$ cat config.mk
export PLATFORM = sky130hd
export DESIGN_NAME = apb_master_bridge
export DESIGN_NICKNAME = d
export VERILOG_FILES = /design/src/rtl/apb_master_bridge_pkg.sv /design/src/rtl/apb_master_bridge.sv
export SDC_FILE = /design/constraint.sdc
export NUM_CORES = 1
export LEC_CHECK = 0
export ABC_AREA = 1
export CELL_PAD_IN_SITES_DETAIL_PLACEMENT = 1
export CELL_PAD_IN_SITES_GLOBAL_PLACEMENT = 2
export CORE_ASPECT_RATIO = 0.75
export CORE_UTILIZATION = 24
export CTS_CLUSTER_SIZE = 24
export DETAILED_ROUTE_END_ITERATION = 8
export GPL_TIMING_DRIVEN = 1
export HOLD_SLACK_MARGIN = 0.02
export PLACE_DENSITY = 0.86
export SLEW_MARGIN = 30
export SYNTH_ARGS = -nofsm -noshare
export SYNTH_HDL_FRONTEND = slang
export SYNTH_SLANG_ARGS = --single-unit
export TNS_END_PERCENT = 1
$ cat constraint.sdc
create_clock -name pclk -period 3.3 [get_ports pclk]
set_input_delay 0.495 -clock pclk [delete_from_list [all_inputs] [get_ports pclk]]
set_output_delay 0.495 -clock pclk [all_outputs]
set_load 0.01 [all_outputs]
$ cat src/rtl/apb_master_bridge_pkg.sv
`default_nettype none
// ----------------------------------------------------------------------------
// apb_master_bridge_pkg : FSM states, strobe width and fault codes shared
//                         by the APB bridge and its address decoder
// Revision: 1.0
// ----------------------------------------------------------------------------
package apb_master_bridge_pkg;

  localparam int APB_STRB_W = 4;

  typedef enum logic [1:0] {
    IDLE   = 2'd0,
    SETUP  = 2'd1,
    ACCESS = 2'd2,
    RESP   = 2'd3
  } apb_state_t;

  typedef enum logic [1:0] {
    FAULT_NONE    = 2'd0,
    FAULT_SLVERR  = 2'd1,
    FAULT_TIMEOUT = 2'd2
  } apb_fault_t;

  // Reads never present byte strobes on the bus.
  function automatic logic [APB_STRB_W-1:0] apb_strb(input logic                  write,
                                                     input logic [APB_STRB_W-1:0] strb);
    return write ? strb : '0;
  endfunction

endpackage
`default_nettype wire

$ cat src/rtl/apb_master_bridge.sv
`default_nettype none
// ----------------------------------------------------------------------------
// apb_master_bridge : core load/store channel to APB SETUP/ACCESS master,
//                     one outstanding transfer, perr/timeout become errors
// Revision: 1.0
// ----------------------------------------------------------------------------
module apb_master_bridge
  import apb_master_bridge_pkg::*;
#(
  parameter int ADDR_WIDTH     = 32,
  parameter int DATA_WIDTH     = 32,
  parameter int TIMEOUT_CYCLES = 255
) (
  input  logic                  pclk,
  input  logic                  presetn,
  input  logic                  req_valid,
  output logic                  req_ready,
  input  logic [ADDR_WIDTH-1:0] req_addr,
  input  logic [DATA_WIDTH-1:0] req_wdata,
  input  logic                  req_write,
  input  logic [APB_STRB_W-1:0] req_strb,
  output logic                  rsp_valid,
  input  logic                  rsp_ready,
  output logic [DATA_WIDTH-1:0] rsp_rdata,
  output logic                  rsp_err,
  output logic [ADDR_WIDTH-1:0] paddr,
  output logic [DATA_WIDTH-1:0] pdata,
  output logic                  pwrite,
  output logic [APB_STRB_W-1:0] pstb,
  output logic                  psel,
  output logic                  penable,
  input  logic [DATA_WIDTH-1:0] prdata,
  input  logic                  pready,
  input  logic                  perr
);

  localparam bit              TIMEOUT_EN = (TIMEOUT_CYCLES > 0);
  localparam int              CNT_W      = TIMEOUT_EN ? $clog2(TIMEOUT_CYCLES + 1) : 1;
  localparam logic [CNT_W-1:0] CNT_LAST  = CNT_W'(TIMEOUT_EN ? TIMEOUT_CYCLES - 1 : 0);

  apb_state_t            state_q, state_d;
  apb_fault_t            fault_q, fault_d;
  logic [CNT_W-1:0]      cnt_q, cnt_d;
  logic [ADDR_WIDTH-1:0] paddr_q, paddr_d;
  logic [DATA_WIDTH-1:0] pdata_q, pdata_d;
  logic                  pwrite_q, pwrite_d;
  logic [APB_STRB_W-1:0] pstb_q, pstb_d;
  logic [DATA_WIDTH-1:0] rdata_q, rdata_d;

  logic w_done;
  logic w_expired;

  // perr alone also completes: the decoder flags unmapped addresses without pready.
  assign w_done    = pready | perr;
  assign w_expired = TIMEOUT_EN && !w_done && (cnt_q == CNT_LAST);

  always_ff @(posedge pclk or negedge presetn) begin
    if (!presetn) begin
      state_q <= IDLE;
    end else begin
      state_q <= state_d;
    end
  end

  always_comb begin
    state_d = state_q;
    unique case (state_q)
      IDLE:    if (req_valid) state_d = SETUP;
      SETUP:   state_d = ACCESS;
      ACCESS:  if (w_done || w_expired) state_d = RESP;
      RESP:    if (rsp_ready) state_d = IDLE;
      default: state_d = IDLE;
    endcase
  end

  always_comb begin
    req_ready = (state_q == IDLE);
    psel      = (state_q == SETUP) || (state_q == ACCESS);
    penable   = (state_q == ACCESS);
    rsp_valid = (state_q == RESP);
  end

  always_comb begin
    cnt_d    = cnt_q;
    fault_d  = fault_q;
    rdata_d  = rdata_q;
    paddr_d  = paddr_q;
    pdata_d  = pdata_q;
    pwrite_d = pwrite_q;
    pstb_d   = pstb_q;
    unique case (state_q)
      IDLE: begin
        if (req_valid) begin
          paddr_d  = req_addr;
          pdata_d  = req_wdata;
          pwrite_d = req_write;
          pstb_d   = apb_strb(req_write, req_strb);
        end
      end
      SETUP: cnt_d = '0;
      ACCESS: begin
        if (w_done) begin
          rdata_d = (!pwrite_q && pready && !perr) ? prdata : '0;
          fault_d = perr ? FAULT_SLVERR : FAULT_NONE;
        end else if (w_expired) begin
          rdata_d = '0;
          fault_d = FAULT_TIMEOUT;
        end else if (cnt_q != '1) begin
          cnt_d = cnt_q + 1'b1;
        end
      end
      default: ;
    endcase
  end

  always_ff @(posedge pclk or negedge presetn) begin
    if (!presetn) begin
      cnt_q    <= '0;
      fault_q  <= FAULT_NONE;
      rdata_q  <= '0;
      paddr_q  <= '0;
      pdata_q  <= '0;
      pwrite_q <= 1'b0;
      pstb_q   <= '0;
    end else begin
      cnt_q    <= cnt_d;
      fault_q  <= fault_d;
      rdata_q  <= rdata_d;
      paddr_q  <= paddr_d;
      pdata_q  <= pdata_d;
      pwrite_q <= pwrite_d;
      pstb_q   <= pstb_d;
    end
  end

  assign paddr     = paddr_q;
  assign pdata     = pdata_q;
  assign pwrite    = pwrite_q;
  assign pstb      = pstb_q;
  assign rsp_rdata = rdata_q;
  assign rsp_err   = (fault_q != FAULT_NONE);

endmodule
`default_nettype wire
* Yosys cells after proc, flatten, opt, wreduce, memory -nomap -nowiden *
Index checks and enable logic that the tools add are counted.

cells by class
  add/subtract/negate cells = 1
  reductions and logical operators = 16
  bitwise operators = 1
  equal/unequal tests = 11
  muxes and demuxes = 15

operator list
  operator             count
  $mux 32              3
  $mux 8               3
  $pmux 8 s2           1
  $mux 2               5
  $add 8x1->8 const B  1
  $eq 8x8->1 const B   1
  $ne 8x8->1 const B   1
  $pmux 2 s4           1
  $ne 2x1->1 const B   3
  $ne 2x2->1 const B   3
  $reduce_bool 2->1    3
  $eq 2x2->1 const B   2
  $mux 4               1
  $reduce_and 2->1     2
  $reduce_and 4->1     1
  $logic_and 1x1->1    3
  $logic_not 1->1      3
  $reduce_and 3->1     1
  $eq 2x1->1 const B   1
  $logic_not 2->1      1
  $logic_or 1x1->1     2
  $mux 1               1
  $or 1x1->1           1

word-level totals
  register bits = 113
  input bits = 107
  word-level logic and storage cells = 52
  output and inout port bits = 106

* Depth between registers and ports, before layout *
Gate-level depths: netlist of run 1.

  depth after elaboration = 6
  depth in mapped cells = 11

* Least setup slack after synthesis of run 1 *
Ideal clock, no wire load.

  kind = register to register
  start = register state_q[0]
  end = register pstb_q[2] (netlist: pstb[2])
  required time = 3.164 ns
  slack = 1.768 ns
  clock period less this slack = 1.532 ns
  stages on the path, launching flop included = 7
  setup time = 0.136 ns
  arrival = 1.396 ns
  cells stage by stage = dfrtp_1 > inv_1 > ha_1 > nand2_1 > clkbuf_1 > clkbuf_1 > o21ai_0

on the way
  word-level cells in the longest chain between the ends = 2

ends and longest elaborated chain
  what                               line                      RTL
  from (decl)                        apb_master_bridge.sv:41   apb_state_t state_q, state_d;
  from (signal assigned)             apb_master_bridge.sv:61   state_q <= state_d;
  $logic_not 2->1                    n/a
  via req_ready                      apb_master_bridge.sv:17   output logic req_ready,
  $reduce_and 2->1 (no source line)  n/a
  to (signal assigned)               apb_master_bridge.sv:132  pstb_q <= pstb_d;
  to (decl)                          apb_master_bridge.sv:47   logic [APB_STRB_W-1:0] pstb_q, pstb_d;

The timed path passes the listed nets, and every way through them passes these cells.
A chain may end at the register's enable or synchronous reset.

* Worst setup path in the final report of run 1 *
  start = register state_q[0]
  end = output req_ready

on the way
  word-level cells in the longest chain between the ends = 1

ends and longest elaborated chain
  what             line                     RTL
  $logic_not 2->1  apb_master_bridge.sv:77  req_ready = (state_q == IDLE);
  to (decl)        apb_master_bridge.sv:17

Every way passes these cells.

==> results.md, run 1 <==
- Status: finished clean
- Die width: between 150 and 200 um
- Number of global-route vias before repair: 4,619
- Post-CTS sizing: 0
- First-pass DRT Iterations: 4
- VDD IR-drop max: approximately 0.00045 V
- MaxCap Viol Count: 0
- Hold WC Path Type: in -> async
- Asr flop ratio synth: 100%
- Synth top area cells: dfrtp_1 61%, nand2_1 24%, o21ai_1 2.8%
- Final worst-path cycle share: approximately two thirds
- Simple-gate share of the synthesized area: between 20% and 30%
- GPL Wtd Cong: 0.781
- Final setup fails: 0
- Cts bufs inserted: 17
- Top Ports: roughly 210
- Relative slew slack: between 40% and 50%
- Routed vias/inst: 4.31
- Clock sinks: roughly 110
- Synth Area per Inst: 8.62 sq um
- Final instance area: between 7000 and 8000 sq um
- Largest net degree at the start of global routing: 74
- Critical Path End Type: output pin
- Pwr dens: ~930 nW/um^2
- Antenna violations before repair: 0
- Mux cell area share after synthesis: 0%
- Data required, critical path: about 2800 ps
- Final nets: roughly 860
- Leakage: around 3.5 nW
- Vias: 4,350
- Clock tree root driver cell: clkbuf_16
- Crit path arrival time: around 1800 ps
- Cell row count: 43
- Reg2Reg Setup Slack: between 1000 and 1500 ps
- Post-synthesis compound-gate area fraction: between 5 and 6%
- First-pass GRT wire length: about 24,000 um
- Synth cell types: 21
- WS Path Type: reg -> out
- Worst Reg-to-Reg Cells: 7
- Synthesized flop and latch total: roughly 110
- Wire length on met2: between 7000 and 8000 um
- Die span in y: 122 um
- Most common cell in the netlist: nand2_1
- CTS tree: yes
- RSZ-0062 raised after global routing: no
- Max Freq: 441 MHz
- Setup crit start kind: flop
- Detailed placer's ending HPWL: around 11,000 um
- Synthesized area: ~4600 sq um
- WL final: 14,700 um
- Die Area: ~20,000 sq um
- Top FF cell, synth: dfrtp_1
- Clk Latency, worst-skew pair: 400 ps
- Sequential share of the synthesized area: around three fifths
- Final hold vios: 0
- GRT overflow: 0
- Layout area overhead: 65.1%
- Core Box Area: around 19,000 sq um
- Post-synthesis cell count: 539
- CP Max Fanout: 4
- Routed WL per cell: about 15 um
- Number of flops mapped to enable cells by yosys: 0
- Routed met3 length: ~900 um
- Largest family of logic cells by synthesized area: simple AND/OR/NAND/NOR gates
- Synth Area in XOR/XNOR: 0%
- Effective utilization at floorplan: 24.8%
- Slew Viols, Final: 0
- Clock Skews: 8.98 ps
- ANT nets after route: 0
- Clock-pin slew on the worst setup and hold paths: roughly 50 ps
- Synth cell count leaders: 302 x nand2_1, 113 x dfrtp_1, 26 x o21ai_1
- First DRT Iteration DRCs: between 200 and 300
- Measured slew at the worst slew-check pin: between 700 and 800 ps
- Antenna fix cells: 0
- Synth Area in Adders: approximately 1.9%
- Met1 Wirelength: 6520 um
- RR Endpoint: pdata[26]
- Hold_buf cts: 0
- Bufs on Longest Clock Path: 2
- Gr usage total: around 15%
- Port Buffers: between 200 and 250
- Share of cells above drive strength 1: under 10%
- Ys Warns: 0
- Setup repair bufs after CTS: 0
- Synthesized Nets: between 600 and 700
- Synth top area share: ~61%
- Setup TNS: 0 ps
- Tmin final: around 2300 ps
- Area after DPL: about 7000 sq um
- Worst r2r src: state_q[0]
- Leading area contributor after synthesis: dfrtp_1
- H-tree depth: 4
- DRC: 0
- Uppermost layer routed: met4
logic make-up (layout without fill, tap and decap cells):
kind of cell / count (synthesis) / after routing
AO/OA/AOI/OAI: 48 / 48
adder cells (fa/ha/maj): 7 / 7
buffers and inverters: 39 / 262
flip-flops: 113 / 113
AND/OR/NAND/NOR: 332 / 332
critical path: stages (launching register included):
cell	delay, ps
dfrtp_1	400
inv_1	140
ha_1	260
clkdlybuf4s50_1	570
layout make-up:
type | instances | area [sq um]
Tap cell | 247 | 309
Clock inverter | 10 | 181
Timing Repair Buffer | 219 | 2200
Clock buffer | 21 | 470
Sequential cell | 113 | 2830
Fill cell | 2183 | 11100
Inverter | 12 | 45.0
Multi-Input combinational cell | 387 | 1640
report_power, final:
group          internal (W)  leakage [nW]  switching, W
registers           0.00196          1.46      0.000339
clock network       0.00139         0.319      0.000627
logic               0.00145          1.74       0.00136
placed cells by master, fill, tap and decap left out:
cell,count
nand2_1,301
clkdlybuf4s50_1,211
dfrtp_1,113
o21ai_1,26
clkbuf_16,17
o21ai_0,14
inv_1,11
nand3_1,11
nor2_1,8
ha_1,7
buf_4,6
bufinv_16,5
or2_2,4
nand2_2,4
o21ai_2,4
clkinv_2,3
clkbuf_8,3
nor2_2,2
a21oi_1,2
buf_12,2
inv_2,1
o22ai_1,1
nor3_1,1
o21bai_1,1
nand3b_1,1
clkinv_4,1
clkbuf_1,1
clkinvlp_4,1
registers in the layout (all words and copies together), names as in the netlist:
| register | count |
|---|---|
| cnt_q | 8 |
| fault_q | 2 |
| paddr | 32 |
| pdata | 32 |
| pstb | 4 |
| pwrite | 1 |
| rsp_rdata | 32 |
| state_q | 2 |
how the worst max path moves through the flow:
stage	from	depth (start not counted)	slack (ps)	endpoint
after floorplan	state_q[0]	6	1770	pstb[2]
after global placement	perr	8	1200	cnt_q[5]
after detailed placement	perr	7	1050	cnt_q[3]
after CTS	state_q[1]	3	1000	psel
after global routing	state_q[0]	3	910	req_ready
final	state_q[0]	3	1030	req_ready
stage by stage:
| stage | setup slack (ps) | total power [W] | std cells | util (%) | hold WS, ps |
|---|---|---|---|---|---|
| finish | 1030 | 0.00713 | 1009 | 41.0 | 134 |
| global route | 913 | 0.00761 | 1009 | 41.0 | 170 |
| CTS | 1000 | 0.00726 | 1009 | 41.0 | 151 |
| detailed placement | 1050 | 0.00518 | 978 | 37.5 | 466 |
| global placement | 1200 | 0.00506 | 978 | 37.5 | 449 |
| floorplan | 1770 | 0.00351 | 539 | - | 199 |
routing by layer:
| layer | vias to the layer above | GRT usage, % |
|---|---|---|
| met5 | - | 0 |
| met2 | 132 | 26.1 |
| met4 | 0 | 5.20 |
| met1 | 2119 | 18.7 |
| li1 | 2084 | - |
| met3 | 15 | 4.12 |
No activity file was read; power rests on OpenSTA's default activity.
==> inputs of run 2 (changes only) <==
- CORE_UTILIZATION: 24 -> 20
- PLACE_DENSITY: 0.86 -> 0.76
- clock period: 3.3 -> 1.8 ns (I/O delays scaled with it)
==> results.md, run 2 (same netlist as run 1, synthesis figures left out) <==
- Status: finished clean
- Routed vias/inst: between 3 and 4
- Data required, critical path: around 1500 ps
- Die span in y: between 100 and 150 um
- First-pass GRT wire length: approximately 24,000 um
- Measured slew at the worst slew-check pin: about 450 ps
- Clock sinks: between 100 and 150
- CTS tree: yes
- Worst slack at placement: 114 ps
- GRT overflow: 0
- Die Area: between 20,000 and 25,000 sq um
- Share of cells above drive strength 1: a little over 8%
- Most common cell after layout, fill and taps aside: nand2_1
- Comb pwr share: roughly 41%
- Final Util: a little over a third
- Largest net degree at the start of global routing: roughly 50
- First-pass DRT Iterations: 4
- Final hold vios: 0
- Final setup fails: 0
- Tmin final: ~1700 ps
- Core Box Area: approximately 22,000 sq um
- Top Ports: around 210
- Max Freq: around 580 MHz
- GPL Wtd Cong: just over 0.7
- Critical Path End Type: output pin
- Critical-path cell list: inv_2 -> ha_2 -> clkdlybuf4s15_1
- DRC: 0
- Placed cell count: slightly above 1k
- Area after DPL: ~7200 sq um
- Leakage: around 3.6 nW
- Port Buffers: between 200 and 250
- P_sw: 0.00430 W
- Pint: about 0.0085 W
- Setup ws final: between 70 and 80 ps
- Most frequent cells in the layout: 301 x nand2_1, 206 x clkdlybuf4s50_1, 113 x dfrtp_1
- Cts bufs inserted: 17
- Cell row count: between 40 and 50
- Pwr dens: roughly 1600 nW/um^2
- Clock-pin slew on the worst setup and hold paths: around 50 ps
- H-tree depth: 4
- Number of global-route vias before repair: 4,323
- Worst path slowest cell: dfrtp_1
- CP max stage delay: 400 ps
- CP Max Fanout: 4
- Clk Latency, worst-skew pair: around 410 ps
- Clock Skews: roughly 6 ps
- Final worst-path cycle share: about 96%
- Vias: 4,226
- ANT nets after route: 0
- Setup repair bufs after CTS: 0
- Crit path arrival time: about 1500 ps
- Finished Layout Cells: 1,062
- Clock tree root driver cell: clkbuf_16
- Detailed placer's ending HPWL: ~11,000 um
- RSZ-0062 raised after global routing: yes
- MaxCap Viol Count: 0
- Die width: between 150 and 200 um
- Setup TNS: 0 ps
- Antenna violations before repair: 0
- VDD IR-drop max: around 0.00059 V
- Final nets: roughly 870
- Layout area overhead: 67.7%
- Clock Power Share: 26.6%
- WS Path Type: reg -> out
- Relative slew slack: ~70%
- Hold WC Path Type: in -> async
- WL final: approximately 15,000 um
- Antenna fix cells: 0
- Final instance area: just under 8000 sq um
- Switching share of total power: between 30% and 40%
- Flop pwr share: between 30% and 40%
- Effective utilization at floorplan: approximately 21%
- Bufs on Longest Clock Path: 2
- Setup crit start kind: flop
- Slew Viols, Final: 0
- Gr usage total: between 10% and 20%
- Routed WL per cell: 14.4 um
- First DRT Iteration DRCs: between 200 and 250
run 2: changes by cell type in the layout (fill, tap and decap cells not counted), sizes merged:
| cell | previous run | this run |
|---|---|---|
| clkbuf | 21 | 19 |
| dlygate4sd2 | 0 | 3 |
| clkinvlp | 1 | 2 |
| clkinv | 4 | 6 |
| clkdlybuf4s15 | 0 | 2 |
| bufinv | 5 | 3 |
| clkdlybuf4s50 | 211 | 206 |
| dlygate4sd3 | 0 | 1 |
| buf | 8 | 14 |
run 2: layer usage:
metal  global-route usage, %  share of wire [%]  routed length (um)  vias to the layer above
li1                        -                  -                   -                     2110
met1                    17.8                 47                7240                     1983
met2                    19.9                 44                6710                      121
met4                    4.42                1.1                 174                        0
met3                    4.31                7.5                1140                       12
met5                       0                  0                   0                        -
run 2: final timing paths:
| kind | from | end | slack [ps] | cells past startpoint |
|---|---|---|---|---|
| max | state_q[1] | psel | 80 | 3 |
| min in group pclk | req_wdata[9] | pdata[9] | 390 | 3 |
| min reg2reg | fault_q[1] | fault_q[1] | 470 | 2 |
| max reg2reg | cnt_q[0] | rsp_rdata[4] | 180 | 10 |
| min | presetn | paddr[23] | 350 | 2 |
| max in group asynchronous | presetn | paddr[7] | 880 | 3 |
run 2: worst max-delay path: cells and delay by family (launching register included):
kind       cells  cell delay, ps
flops          1             400
fa+ha+maj      1             330
buf+inv        2             320
run 2: through the flow:
step                      total power (W)  hold WS, ps
after floorplan                   0.00644        -25.6
after global placement            0.00951          248
after detailed placement          0.00958          248
after CTS                          0.0131          348
after global routing               0.0137          365
final                              0.0128          351
run 2: cell type report:
cell class	instances	area, sq um
multi-input cells	387	1640
inverters	12	45.0
flip-flops and latches	113	2830
fillers	2605	14600
clock buffers	19	453
clock inverters	11	139
repair buffers	226	2310
well taps	294	368
run 2: power by group through the flow:
stage	clock network [W]	registers, W	logic [W]
6_report	0.00341	0.00418	0.00524
5_1_grt	0.00365	0.00433	0.00577
4_1_cts	0.00354	0.00421	0.00534
3_5_place_dp	0	0.00422	0.00536
3_3_place_gp	0	0.00420	0.00531
2_1_floorplan	0	0.00463	0.00180
run 2: repair_timing:
action | CTS | global route
hold endpoints to repair | 26 | 0
setup endpoints to repair | 5 | 10
resized for setup | 8 | 4
hold buffers | 1 | 0
==> inputs of run 3 (changes only) <==
- SLEW_MARGIN: 30 -> 20
==> results of run 3 <==
The final DEF is identical to that of run 2; final timing and power are the same.
